===== src/rtl/decode_stage_if.sv =====
// Fetch-side and execute-side handshake bundle of the decode stage.
// The stage itself connects through the slave modport; the environment
// (fetch model / downstream stage / bench) uses the master modport.
interface decode_stage_if #(
   parameter int unsigned INST_W = 32,
   parameter int unsigned WORD_W = 32,
   parameter int unsigned TYPE_W = 2,
   parameter int unsigned OP_W   = 4,
   parameter int unsigned REG_W  = 5,
   parameter int unsigned CNT_W  = 16
);
   logic              i_flush;
   logic [INST_W-1:0] i_inst;
   logic              i_inst_valid;
   logic              o_inst_ready;
   logic              o_valid;
   logic              i_ready;
   logic [TYPE_W-1:0] o_type;
   logic [OP_W-1:0]   o_op;
   logic [REG_W-1:0]  o_dst;
   logic [REG_W-1:0]  o_src0;
   logic [REG_W-1:0]  o_src1;
   logic [WORD_W-1:0] o_minor_imm;
   logic [WORD_W-1:0] o_jump_addr;
   logic              o_jr;
   logic              o_jal;
   logic              o_j;
   logic              o_branch;
   logic              o_read_req;
   logic              o_write_req;
   logic              o_illegal;
   logic [CNT_W-1:0]  o_dec_count;

   modport slave (
      input  i_flush, i_inst, i_inst_valid, i_ready,
      output o_inst_ready, o_valid, o_type, o_op, o_dst, o_src0, o_src1, o_minor_imm,
             o_jump_addr, o_jr, o_jal, o_j, o_branch, o_read_req, o_write_req, o_illegal,
             o_dec_count
   );

   modport master (
      output i_flush, i_inst, i_inst_valid, i_ready,
      input  o_inst_ready, o_valid, o_type, o_op, o_dst, o_src0, o_src1, o_minor_imm,
             o_jump_addr, o_jr, o_jal, o_j, o_branch, o_read_req, o_write_req, o_illegal,
             o_dec_count
   );
endinterface


===== src/rtl/decode_stage.sv =====
// Registered decode pipeline stage: instructions are decoded on entry and held in a
// two-entry (head + skid) buffer, so o_inst_ready depends only on buffer occupancy.
// Encodings: type R=0, I=1, LR=2, J=3.
//   R : ops 0..5 legal.  I : ADDI=0 LW=1 ST=2 BE=3 BNE=4.  LR : JR=0.  J : J=0 JAL=1.
module decode_stage #(
   parameter int unsigned INST_W      = 32,
   parameter int unsigned WORD_W      = 32,
   parameter int unsigned TYPE_W      = 2,
   parameter int unsigned OP_W        = 4,
   parameter int unsigned REG_W       = 5,
   parameter int unsigned MINOR_IMM_W = 16,
   parameter int unsigned MAJOR_IMM_W = 26,
   parameter bit          SEXT_MINOR  = 1'b1,
   parameter int unsigned CNT_W       = 16
) (
   input logic           clk,
   input logic           rst,
   decode_stage_if.slave bus
);
   localparam int unsigned OpLsb   = INST_W - TYPE_W - OP_W;
   localparam int unsigned DstLsb  = OpLsb - REG_W;
   localparam int unsigned Src0Lsb = DstLsb - REG_W;
   localparam int unsigned Src1Lsb = Src0Lsb - REG_W;

   localparam logic [TYPE_W-1:0] TypeR  = TYPE_W'(0);
   localparam logic [TYPE_W-1:0] TypeI  = TYPE_W'(1);
   localparam logic [TYPE_W-1:0] TypeLr = TYPE_W'(2);
   localparam logic [TYPE_W-1:0] TypeJ  = TYPE_W'(3);
   localparam logic [OP_W-1:0]   OpRLast = OP_W'(5);
   localparam logic [OP_W-1:0]   OpLw    = OP_W'(1);
   localparam logic [OP_W-1:0]   OpSt    = OP_W'(2);
   localparam logic [OP_W-1:0]   OpBe    = OP_W'(3);
   localparam logic [OP_W-1:0]   OpBne   = OP_W'(4);
   localparam logic [OP_W-1:0]   OpJr    = OP_W'(0);
   localparam logic [OP_W-1:0]   OpJ     = OP_W'(0);
   localparam logic [OP_W-1:0]   OpJal   = OP_W'(1);
   localparam logic [CNT_W-1:0]  CntMax  = '1;

   typedef struct packed {
      logic [TYPE_W-1:0] typ;
      logic [OP_W-1:0]   op;
      logic [REG_W-1:0]  dst;
      logic [REG_W-1:0]  src0;
      logic [REG_W-1:0]  src1;
      logic [WORD_W-1:0] minor;
      logic [WORD_W-1:0] jump;
      logic              jr;
      logic              jal;
      logic              j;
      logic              branch;
      logic              rd;
      logic              wr;
      logic              illegal;
   } dec_t;

   typedef enum logic [1:0] {StEmpty, StOne, StFull} state_e;

   function automatic dec_t decode(input logic [INST_W-1:0] inst);
      dec_t d;
      logic legal;
      d        = '0;
      d.typ    = inst[INST_W-1 -: TYPE_W];
      d.op     = inst[OpLsb +: OP_W];
      d.dst    = inst[DstLsb +: REG_W];
      d.src0   = inst[Src0Lsb +: REG_W];
      d.minor  = {{(WORD_W - MINOR_IMM_W){SEXT_MINOR & inst[MINOR_IMM_W-1]}},
                  inst[MINOR_IMM_W-1:0]};
      d.jump   = {{(WORD_W - MAJOR_IMM_W){1'b0}}, inst[MAJOR_IMM_W-1:0]};
      d.jr     = (d.typ == TypeLr) && (d.op == OpJr);
      d.jal    = (d.typ == TypeJ) && (d.op == OpJal);
      d.j      = (d.typ == TypeJ) && (d.op == OpJ);
      d.branch = (d.typ == TypeI) && ((d.op == OpBe) || (d.op == OpBne));
      d.rd     = (d.typ == TypeI) && (d.op == OpLw);
      d.wr     = (d.typ == TypeI) && (d.op == OpSt);
      // Stores and branches carry their second source operand in the dst slot.
      d.src1   = (d.wr || d.branch) ? d.dst : inst[Src1Lsb +: REG_W];
      case (d.typ)
         TypeR:   legal = (d.op <= OpRLast);
         TypeI:   legal = (d.op <= OpBne);
         TypeLr:  legal = (d.op == OpJr);
         TypeJ:   legal = (d.op <= OpJal);
         default: legal = 1'b0;
      endcase
      d.illegal = ~legal;
      return d;
   endfunction

   state_e           state_q, state_d;
   dec_t             head_q, head_d;
   dec_t             skid_q, skid_d;
   logic [CNT_W-1:0] cnt_q, cnt_d;
   dec_t             dec_in;
   logic             accept, take;

   assign bus.o_valid      = (state_q != StEmpty);
   assign bus.o_inst_ready = (state_q != StFull);

   // Next-state: buffer occupancy, head/skid contents and the take counter.
   always_comb begin
      state_d = state_q;
      head_d  = head_q;
      skid_d  = skid_q;
      cnt_d   = cnt_q;
      dec_in  = decode(bus.i_inst);
      accept  = bus.i_inst_valid & bus.o_inst_ready;
      take    = bus.o_valid & bus.i_ready;
      if (bus.i_flush) begin
         state_d = StEmpty;
      end else begin
         if (take && (cnt_q != CntMax)) cnt_d = cnt_q + CNT_W'(1);
         case (state_q)
            StEmpty: begin
               if (accept) begin
                  head_d  = dec_in;
                  state_d = StOne;
               end
            end
            StOne: begin
               if (accept && take) begin
                  head_d = dec_in;
               end else if (accept) begin
                  skid_d  = dec_in;
                  state_d = StFull;
               end else if (take) begin
                  state_d = StEmpty;
               end
            end
            StFull: begin
               if (take) begin
                  head_d  = skid_q;
                  state_d = StOne;
               end
            end
            default: state_d = StEmpty;
         endcase
      end
   end

   // State register with asynchronous active-low reset.
   always_ff @(posedge clk or negedge rst) begin
      if (!rst) begin
         state_q <= StEmpty;
         head_q  <= '0;
         skid_q  <= '0;
         cnt_q   <= '0;
      end else begin
         state_q <= state_d;
         head_q  <= head_d;
         skid_q  <= skid_d;
         cnt_q   <= cnt_d;
      end
   end

   // Outputs come straight from the head entry; flags are masked when nothing is presented.
   always_comb begin
      bus.o_type      = head_q.typ;
      bus.o_op        = head_q.op;
      bus.o_dst       = head_q.dst;
      bus.o_src0      = head_q.src0;
      bus.o_src1      = head_q.src1;
      bus.o_minor_imm = head_q.minor;
      bus.o_jump_addr = head_q.jump;
      bus.o_jr        = head_q.jr & bus.o_valid;
      bus.o_jal       = head_q.jal & bus.o_valid;
      bus.o_j         = head_q.j & bus.o_valid;
      bus.o_branch    = head_q.branch & bus.o_valid;
      bus.o_read_req  = head_q.rd & bus.o_valid;
      bus.o_write_req = head_q.wr & bus.o_valid;
      bus.o_illegal   = head_q.illegal & bus.o_valid;
      bus.o_dec_count = cnt_q;
   end
endmodule


===== src/flat_wrapper.sv =====
// flat-port wrapper written by rule: the top's interface ports become plain ports
module decode_stage_flat 
#(
   parameter int unsigned INST_W      = 32,
   parameter int unsigned WORD_W      = 32,
   parameter int unsigned TYPE_W      = 2,
   parameter int unsigned OP_W        = 4,
   parameter int unsigned REG_W       = 5,
   parameter int unsigned MINOR_IMM_W = 16,
   parameter int unsigned MAJOR_IMM_W = 26,
   parameter bit          SEXT_MINOR  = 1'b1,
   parameter int unsigned CNT_W       = 16
)
  (clk, rst, bus_i_flush, bus_i_inst, bus_i_inst_valid, bus_i_ready, bus_o_inst_ready, bus_o_valid, bus_o_type, bus_o_op, bus_o_dst, bus_o_src0, bus_o_src1, bus_o_minor_imm, bus_o_jump_addr, bus_o_jr, bus_o_jal, bus_o_j, bus_o_branch, bus_o_read_req, bus_o_write_req, bus_o_illegal, bus_o_dec_count);
  decode_stage_if #(.INST_W(INST_W), .WORD_W(WORD_W), .TYPE_W(TYPE_W), .OP_W(OP_W), .REG_W(REG_W), .CNT_W(CNT_W)) bus_i ();
  input logic clk;
  input logic rst;
  input wire logic [$bits(bus_i.i_flush)-1:0] bus_i_flush;
  input wire logic [$bits(bus_i.i_inst)-1:0] bus_i_inst;
  input wire logic [$bits(bus_i.i_inst_valid)-1:0] bus_i_inst_valid;
  input wire logic [$bits(bus_i.i_ready)-1:0] bus_i_ready;
  output wire logic [$bits(bus_i.o_inst_ready)-1:0] bus_o_inst_ready;
  output wire logic [$bits(bus_i.o_valid)-1:0] bus_o_valid;
  output wire logic [$bits(bus_i.o_type)-1:0] bus_o_type;
  output wire logic [$bits(bus_i.o_op)-1:0] bus_o_op;
  output wire logic [$bits(bus_i.o_dst)-1:0] bus_o_dst;
  output wire logic [$bits(bus_i.o_src0)-1:0] bus_o_src0;
  output wire logic [$bits(bus_i.o_src1)-1:0] bus_o_src1;
  output wire logic [$bits(bus_i.o_minor_imm)-1:0] bus_o_minor_imm;
  output wire logic [$bits(bus_i.o_jump_addr)-1:0] bus_o_jump_addr;
  output wire logic [$bits(bus_i.o_jr)-1:0] bus_o_jr;
  output wire logic [$bits(bus_i.o_jal)-1:0] bus_o_jal;
  output wire logic [$bits(bus_i.o_j)-1:0] bus_o_j;
  output wire logic [$bits(bus_i.o_branch)-1:0] bus_o_branch;
  output wire logic [$bits(bus_i.o_read_req)-1:0] bus_o_read_req;
  output wire logic [$bits(bus_i.o_write_req)-1:0] bus_o_write_req;
  output wire logic [$bits(bus_i.o_illegal)-1:0] bus_o_illegal;
  output wire logic [$bits(bus_i.o_dec_count)-1:0] bus_o_dec_count;
  assign bus_i.i_flush = bus_i_flush;
  assign bus_i.i_inst = bus_i_inst;
  assign bus_i.i_inst_valid = bus_i_inst_valid;
  assign bus_i.i_ready = bus_i_ready;
  assign bus_o_inst_ready = bus_i.o_inst_ready;
  assign bus_o_valid = bus_i.o_valid;
  assign bus_o_type = bus_i.o_type;
  assign bus_o_op = bus_i.o_op;
  assign bus_o_dst = bus_i.o_dst;
  assign bus_o_src0 = bus_i.o_src0;
  assign bus_o_src1 = bus_i.o_src1;
  assign bus_o_minor_imm = bus_i.o_minor_imm;
  assign bus_o_jump_addr = bus_i.o_jump_addr;
  assign bus_o_jr = bus_i.o_jr;
  assign bus_o_jal = bus_i.o_jal;
  assign bus_o_j = bus_i.o_j;
  assign bus_o_branch = bus_i.o_branch;
  assign bus_o_read_req = bus_i.o_read_req;
  assign bus_o_write_req = bus_i.o_write_req;
  assign bus_o_illegal = bus_i.o_illegal;
  assign bus_o_dec_count = bus_i.o_dec_count;
  decode_stage #(.INST_W(INST_W), .WORD_W(WORD_W), .TYPE_W(TYPE_W), .OP_W(OP_W), .REG_W(REG_W), .MINOR_IMM_W(MINOR_IMM_W), .MAJOR_IMM_W(MAJOR_IMM_W), .SEXT_MINOR(SEXT_MINOR), .CNT_W(CNT_W)) u_core (.clk(clk), .rst(rst), .bus(bus_i));
endmodule

===== config.mk =====
export PLATFORM = sky130hd
export DESIGN_NAME = decode_stage_flat
export DESIGN_NICKNAME = d
export VERILOG_FILES = /design/src/rtl/decode_stage_if.sv /design/src/rtl/decode_stage.sv /design/src/flat_wrapper.sv
export SDC_FILE = /design/constraint.sdc
export NUM_CORES = 1
export LEC_CHECK = 0
export ABC_AREA = 0
export BUFFER_PORTS_ARGS = -buffer_cell sky130_fd_sc_hd__buf_2
export CAP_MARGIN = 40
export CELL_PAD_IN_SITES_DETAIL_PLACEMENT = 0
export CELL_PAD_IN_SITES_GLOBAL_PLACEMENT = 2
export CORE_ASPECT_RATIO = 0.5
export CORE_MARGIN = 2
export CORE_UTILIZATION = 36
export CTS_CLUSTER_DIAMETER = 150
export CTS_CLUSTER_SIZE = 14
export DETAILED_ROUTE_END_ITERATION = 12
export GPL_TIMING_DRIVEN = 0
export PLACE_DENSITY_LB_ADDON = 0.1
export SLEW_MARGIN = 20
export SYNTH_ARGS = -nofsm -noshare
export SYNTH_HDL_FRONTEND = slang
export SYNTH_SLANG_ARGS = --single-unit

===== constraint.sdc =====
create_clock -name clk -period 5.4 [get_ports clk]
set_clock_uncertainty 0.2 [all_clocks]
set_input_delay 0.81 -clock clk [delete_from_list [all_inputs] [get_ports clk]]
set_output_delay 0.81 -clock clk [all_outputs]
set_load 0.02 [all_outputs]

# Word-level counts from Yosys, hierarchy flattened
# Cells that the tools add are included.
# op_classes
n_addsub	1
mul	0
n_div	0
n_lt_le_gt_ge	3
eq_ne	18
n_shift	0
mux	13
bitwise_logic	12
n_reduce_logical	19
# op_table
operator	count
$mux 92	3
$pmux 92 s3	1
$add 16x1->16 const B	1
$ne 16x16->1 const B	1
$mux 2	6
$and 1x1->1	9
$eq 4x2->1 const B	2
$le 4x3->1 const B	2
$logic_and 1x1->1	8
$reduce_and 4->1	2
$eq 2x2->1 const B	3
$ne 2x1->1 const B	3
$ne 3x2->1 const B	2
$pmux 2 s3	1
$mux 5	1
$reduce_and 5->1	1
$eq 2x1->1 const B	2
$eq 4x1->1 const B	1
$eq 4x3->1 const B	1
$le 4x1->1 const B	1
$logic_not 2->1	2
$logic_not 4->1	1
$ne 4x2->1 const B	1
$pmux 1 s4	1
7 further kinds	10
# word_totals
reg_bits	180
latch_bits	0
mem_bits_rw	0
romBits	0
elab_cells	96
mem_count	0

# Depth between registers and ports, before layout
# depth
word_depth	7
mapped_depth	7
mapped_depth_nobuf	5

# Worst setup path after synthesis
# No wires, ideal clock.
# synth_path
kind	input port to flip-flop
from	in bus_i_inst[31]
to	reg u_core.head_q (netlist bit u_core.bus.o_src1[4])
setup_ps	129
arrival_time_ps	1882
t_required_ps	5071
slack_ps	3189
path_stages	5
n_path_buf	1
path_cell_list	buf_2 nor3b_2 o21ai_2 a221oi_1 o31ai_1
# synth_via
elab_chain_cells	6
elab_cells_between_ends	8
# synth_lines
item	line_no	rtl
start, declared	flat_wrapper.sv:19	input wire logic [$bits(bus_i.i_inst)-1:0] bus_i_inst;
$eq 2x1->1 *	decode_stage.sv:72, decode_stage.sv:74	
$logic_and 1x1->1, on equally long branches	decode_stage.sv:74, decode_stage.sv:72	
$logic_or 1x1->1 *	decode_stage.sv:76	d.src1 = (d.wr || d.branch) ? d.dst : inst[Src1Lsb +: REG_W];
$mux 5 *	decode_stage.sv:76	
$mux 92, on equally long branches	decode_stage.sv:119, decode_stage.sv:113	
$pmux 92 s3 *	decode_stage.sv:111	case (state_q)
end signal, assigned	decode_stage.sv:143	head_q <= '0;
end signal, assigned	decode_stage.sv:148	head_q <= head_d;
end, declared	decode_stage.sv:89	dec_t head_q, head_d;
# Mark *: on every way between the ends. The rest lies on a longest branch, timed or not. The select of a mux whose other input is x is not followed.
# A chain may end at the register's enable or synchronous reset.

# Worst setup path in the final report
# layout_path
from	reg u_core.state_q[0]
to	out bus_o_inst_ready
# layout_via
elab_chain_cells	1
# layout_lines
item	line_no	rtl
start, declared	decode_stage.sv:88	state_e state_q, state_d;
start signal, assigned	decode_stage.sv:142	state_q <= StEmpty;
start signal, assigned	decode_stage.sv:147	state_q <= state_d;
$ne 2x2->1	decode_stage.sv:96	assign bus.o_inst_ready = (state_q != StFull);
end, declared	flat_wrapper.sv:22	output wire logic [$bits(bus_i.o_inst_ready)-1:0] bus_o_inst_ready;
# Every way passes these cells.

==> metrics.md <==
| Metric | Value |
|---|---|
| Status | `finished clean` |
| Ant diodes | `0` |
| Type of the most critical hold path | `in2async` |
| Synthesized area per cell | `10.7 sq um` |
| Critical path origin | `u_core.state_q[0]` |
| CTS tree | `yes` |
| Power per Cell Area | `349 nW/um^2` |
| Min Tclk post-route | `2.69 ns` |
| CP max FO | `8` |
| R2R depth | `6` |
| Max Buffers Root-to-Sink | `2` |
| Top FF cell, synth | `dfrtp_1` |
| Cell area after layout | `6900 sq um` |
| Post-CTS Setup Bufs | `0` |
| Synth Warn # | `0` |
| Clock transition at path regs | `0.07 ns` |
| Reg-to-Reg End | `u_core.bus.o_minor_imm[6]` |
| Full die area | `16700 sq um` |
| Initial antenna violation count | `1` |
| Global-route wire length before repair | `22600 um` |
| Layout Utilization | `45.0%` |
| Final #Nets | `714` |
| Die Wd | `181 um` |
| Vias in the first global route | `4028` |
| Routed wire length | `14000 um` |
| Pre-antenna DRT Iters | `4` |
| Total congestion overflow | `0` |
| Final Hold Vio Count | `0` |
| Worst relative slew slack | `51.0%` |
| Post-Place Worst Slack | `2.64 ns` |
| CP Capture Type | `primary output` |
| Row count | `32` |
| # setup viols final | `0` |
| Starting Density | `36.6%` |
| Die Ht | `92.3 um` |
| Drt drc | `0` |
| Num ports | `147` |
| Mapped Area | `5610 sq um` |
| FF-to-FF Start | `u_core.state_q[1]` |
| Synthesized instance count | `524` |
| Max-cap check violation count | `0` |
| P_leak | `3.44 nW` |
| Gp weighted congestion | `0.753` |
| Skew-Pair Late Insertion Delay | `0.35 ns` |
| Yosys cell types | `55` |
| Clock sink total | `106` |
| RSZ-0062 raised after global routing | `false` |
| CORE AREA | `15300 sq um` |
| Worst hold margin | `0.141 ns` |
| Critical Path RT | `4.39 ns` |
| Peak supply drop | `0.138 mV` |
| Vias per cell | `4.71` |
| Total CTS buffers | `9` |
| Ys async rst share | `100%` |
| Least-Margin Pin Slew | `0.735 ns` |
| Hold buffers post-CTS | `0` |
| Post-route setup slack | `2.71 ns` |
| Dpl cell area | `6600 sq um` |
| Final worst-path cycle share | `49.8%` |
| Syn-to-layout area delta | `22.9%` |
| Post-DRT Antenna Nets | `0` |
| Critical Path Start Type | `flip-flop` |
| Wirelength per Cell | `15.8 um` |
| Setup CP Type | `reg2out` |
| Slew Viols, Final | `0` |
| Arr. time, crit path | `1.68 ns` |
| Fmax | `372 MHz` |
| Setup TNS | `0 ns` |
| Aggregate global-route resource usage | `17.4%` |
| 1st-iter DRT viols | `147` |
| R2r setup slk | `3.20 ns` |
| Fraction of layout instances using a drive strength above 1 | `44.9%` |
| Via count | `4165` |
| Flip-flop and latch count after synthesis | `106` |
| H-Tree Depth | `3` |
| Post-synth EDFFs | `0` |
| Port bufs | `135` |
| Dpl hpwl | `10100 um` |
| Sequential fraction of the synthesis area | `47.2%` |
| Largest net degree at the start of global routing | `74` |
| Cts repair resizes | `0` |
| Root buf cell | `clkbuf_16` |
## logic make-up (layout without fill, tap and decap cells)
group | Yosys count | count (layout) | synth area share, %
simple gates | 88 | 88 | 9.54
fa+ha+maj | 1 | 1 | 0.223
xor+xnor | 16 | 16 | 2.50
buf+inv | 121 | 273 | 14.3
flops | 106 | 106 | 47.2
other cells | 1 | 6 | 0.0668
mux | 73 | 73 | 14.0
compound gates | 118 | 118 | 12.2
## cell usage after synthesis, drive strengths merged (2+ instances only)
cell type | n | area, sq um
a211oi | 8 | 60.1
o211a | 4 | 40.0
xnor2 | 4 | 35.0
nand3b | 2 | 15.0
inv | 5 | 18.8
nor2 | 13 | 51.3
nor2b | 5 | 31.3
clkbuf | 15 | 57.6
o31ai | 7 | 52.6
nand2 | 21 | 81.3
nand4b | 2 | 17.5
or2 | 3 | 18.8
nand2b | 2 | 12.5
nand4 | 6 | 52.6
nand3 | 6 | 35.0
a21oi | 7 | 35.0
o21ai | 85 | 429
a22oi | 2 | 20.0
dfrtp | 106 | 2650
and2 | 8 | 50.1
nor4 | 4 | 40.0
nor4b | 2 | 23.8
nor3b | 4 | 40.0
mux2 | 39 | 443
buf | 100 | 722
xor2 | 12 | 105
mux2i | 34 | 340
nor3 | 6 | 30.0
## worst max-delay path: stages (launching register included)
cell and delay, ns:
dfrtp_1 0.44, nor2b_1 0.13, buf_4 0.19, clkinv_1 0.30, buf_2 0.27
## flip-flops by register name, indices dropped and copies added, names as in the netlist
| signal | flops |
|---|---|
| u_core.bus.o_src0 | 4 |
| u_core.head_q | 7 |
| u_core.bus.o_src1 | 5 |
| u_core.bus.o_dec_count | 16 |
| u_core.bus.o_dst | 4 |
| u_core.bus.o_op | 4 |
| u_core.state_q | 2 |
| u_core.bus.o_type | 2 |
| u_core.bus.o_minor_imm | 16 |
| u_core.bus.o_jump_addr | 2 |
| u_core.skid_q | 44 |
## worst max-delay path by stage
stage	depth (start not counted)	endpoint	slack [ns]
floorplan	5	u_core.bus.o_src1[4]	3.19
global placement	1	u_core.skid_q[46]	1.93
detailed placement	5	u_core.skid_q[45]	2.64
CTS	4	bus_o_illegal	2.71
global route	4	bus_o_inst_ready	2.60
finish	4	bus_o_inst_ready	2.71
## layout make-up
class | instances | area, sq um
sequential | 106 | 2650
clock buffer | 9 | 225
timing repair buffer | 136 | 709
clock inverter | 7 | 75.1
tap | 204 | 255
fill | 1517 | 8440
buffer | 115 | 779
multi-input combinational | 302 | 2180
inverter | 6 | 22.5
## cells in the final DEF (no fill, tap or decap), types with 3 or more instances in the layout
cell,count
nand4_1,5
nor2_1,12
inv_1,5
nand2_1,20
xor2_1,12
conb_1,6
mux2i_1,34
nand3_1,5
a211oi_1,8
nor3_1,6
a21oi_1,7
clkbuf_16,9
nor2b_1,5
clkbuf_1,14
inv_6,3
o21ai_0,82
o31ai_1,7
o211a_1,4
buf_2,147
mux2_2,38
buf_4,86
nor4_1,3
dfrtp_1,106
xnor2_1,4
and2_1,8
## metrics by stage
stage          power [mW]  instances
2_1_floorplan        1.53        529
3_3_place_gp         1.73        868
3_5_place_dp         1.75        869
4_1_cts              2.44        885
5_1_grt              2.54        885
6_report             2.40        885
## report_power, final
| group | switching (mW) | internal (mW) | leakage [nW] |
|---|---|---|---|
| Sequential | 0.0998 | 0.942 | 1.34 |
| Combinational | 0.353 | 0.331 | 1.95 |
| Clock | 0.315 | 0.364 | 0.151 |
| Total | 0.768 | 1.64 | 3.44 |
## per-layer routing
layer  wire, um  vias up  GRT usage (%)
met5          0        -              0
met4        104        0           3.63
met3        718       10           4.17
met2       6040      105           26.3
met1       7140     2009           25.3
li1           -     2041              -
Note: power is estimated with default switching activity, not from simulation.
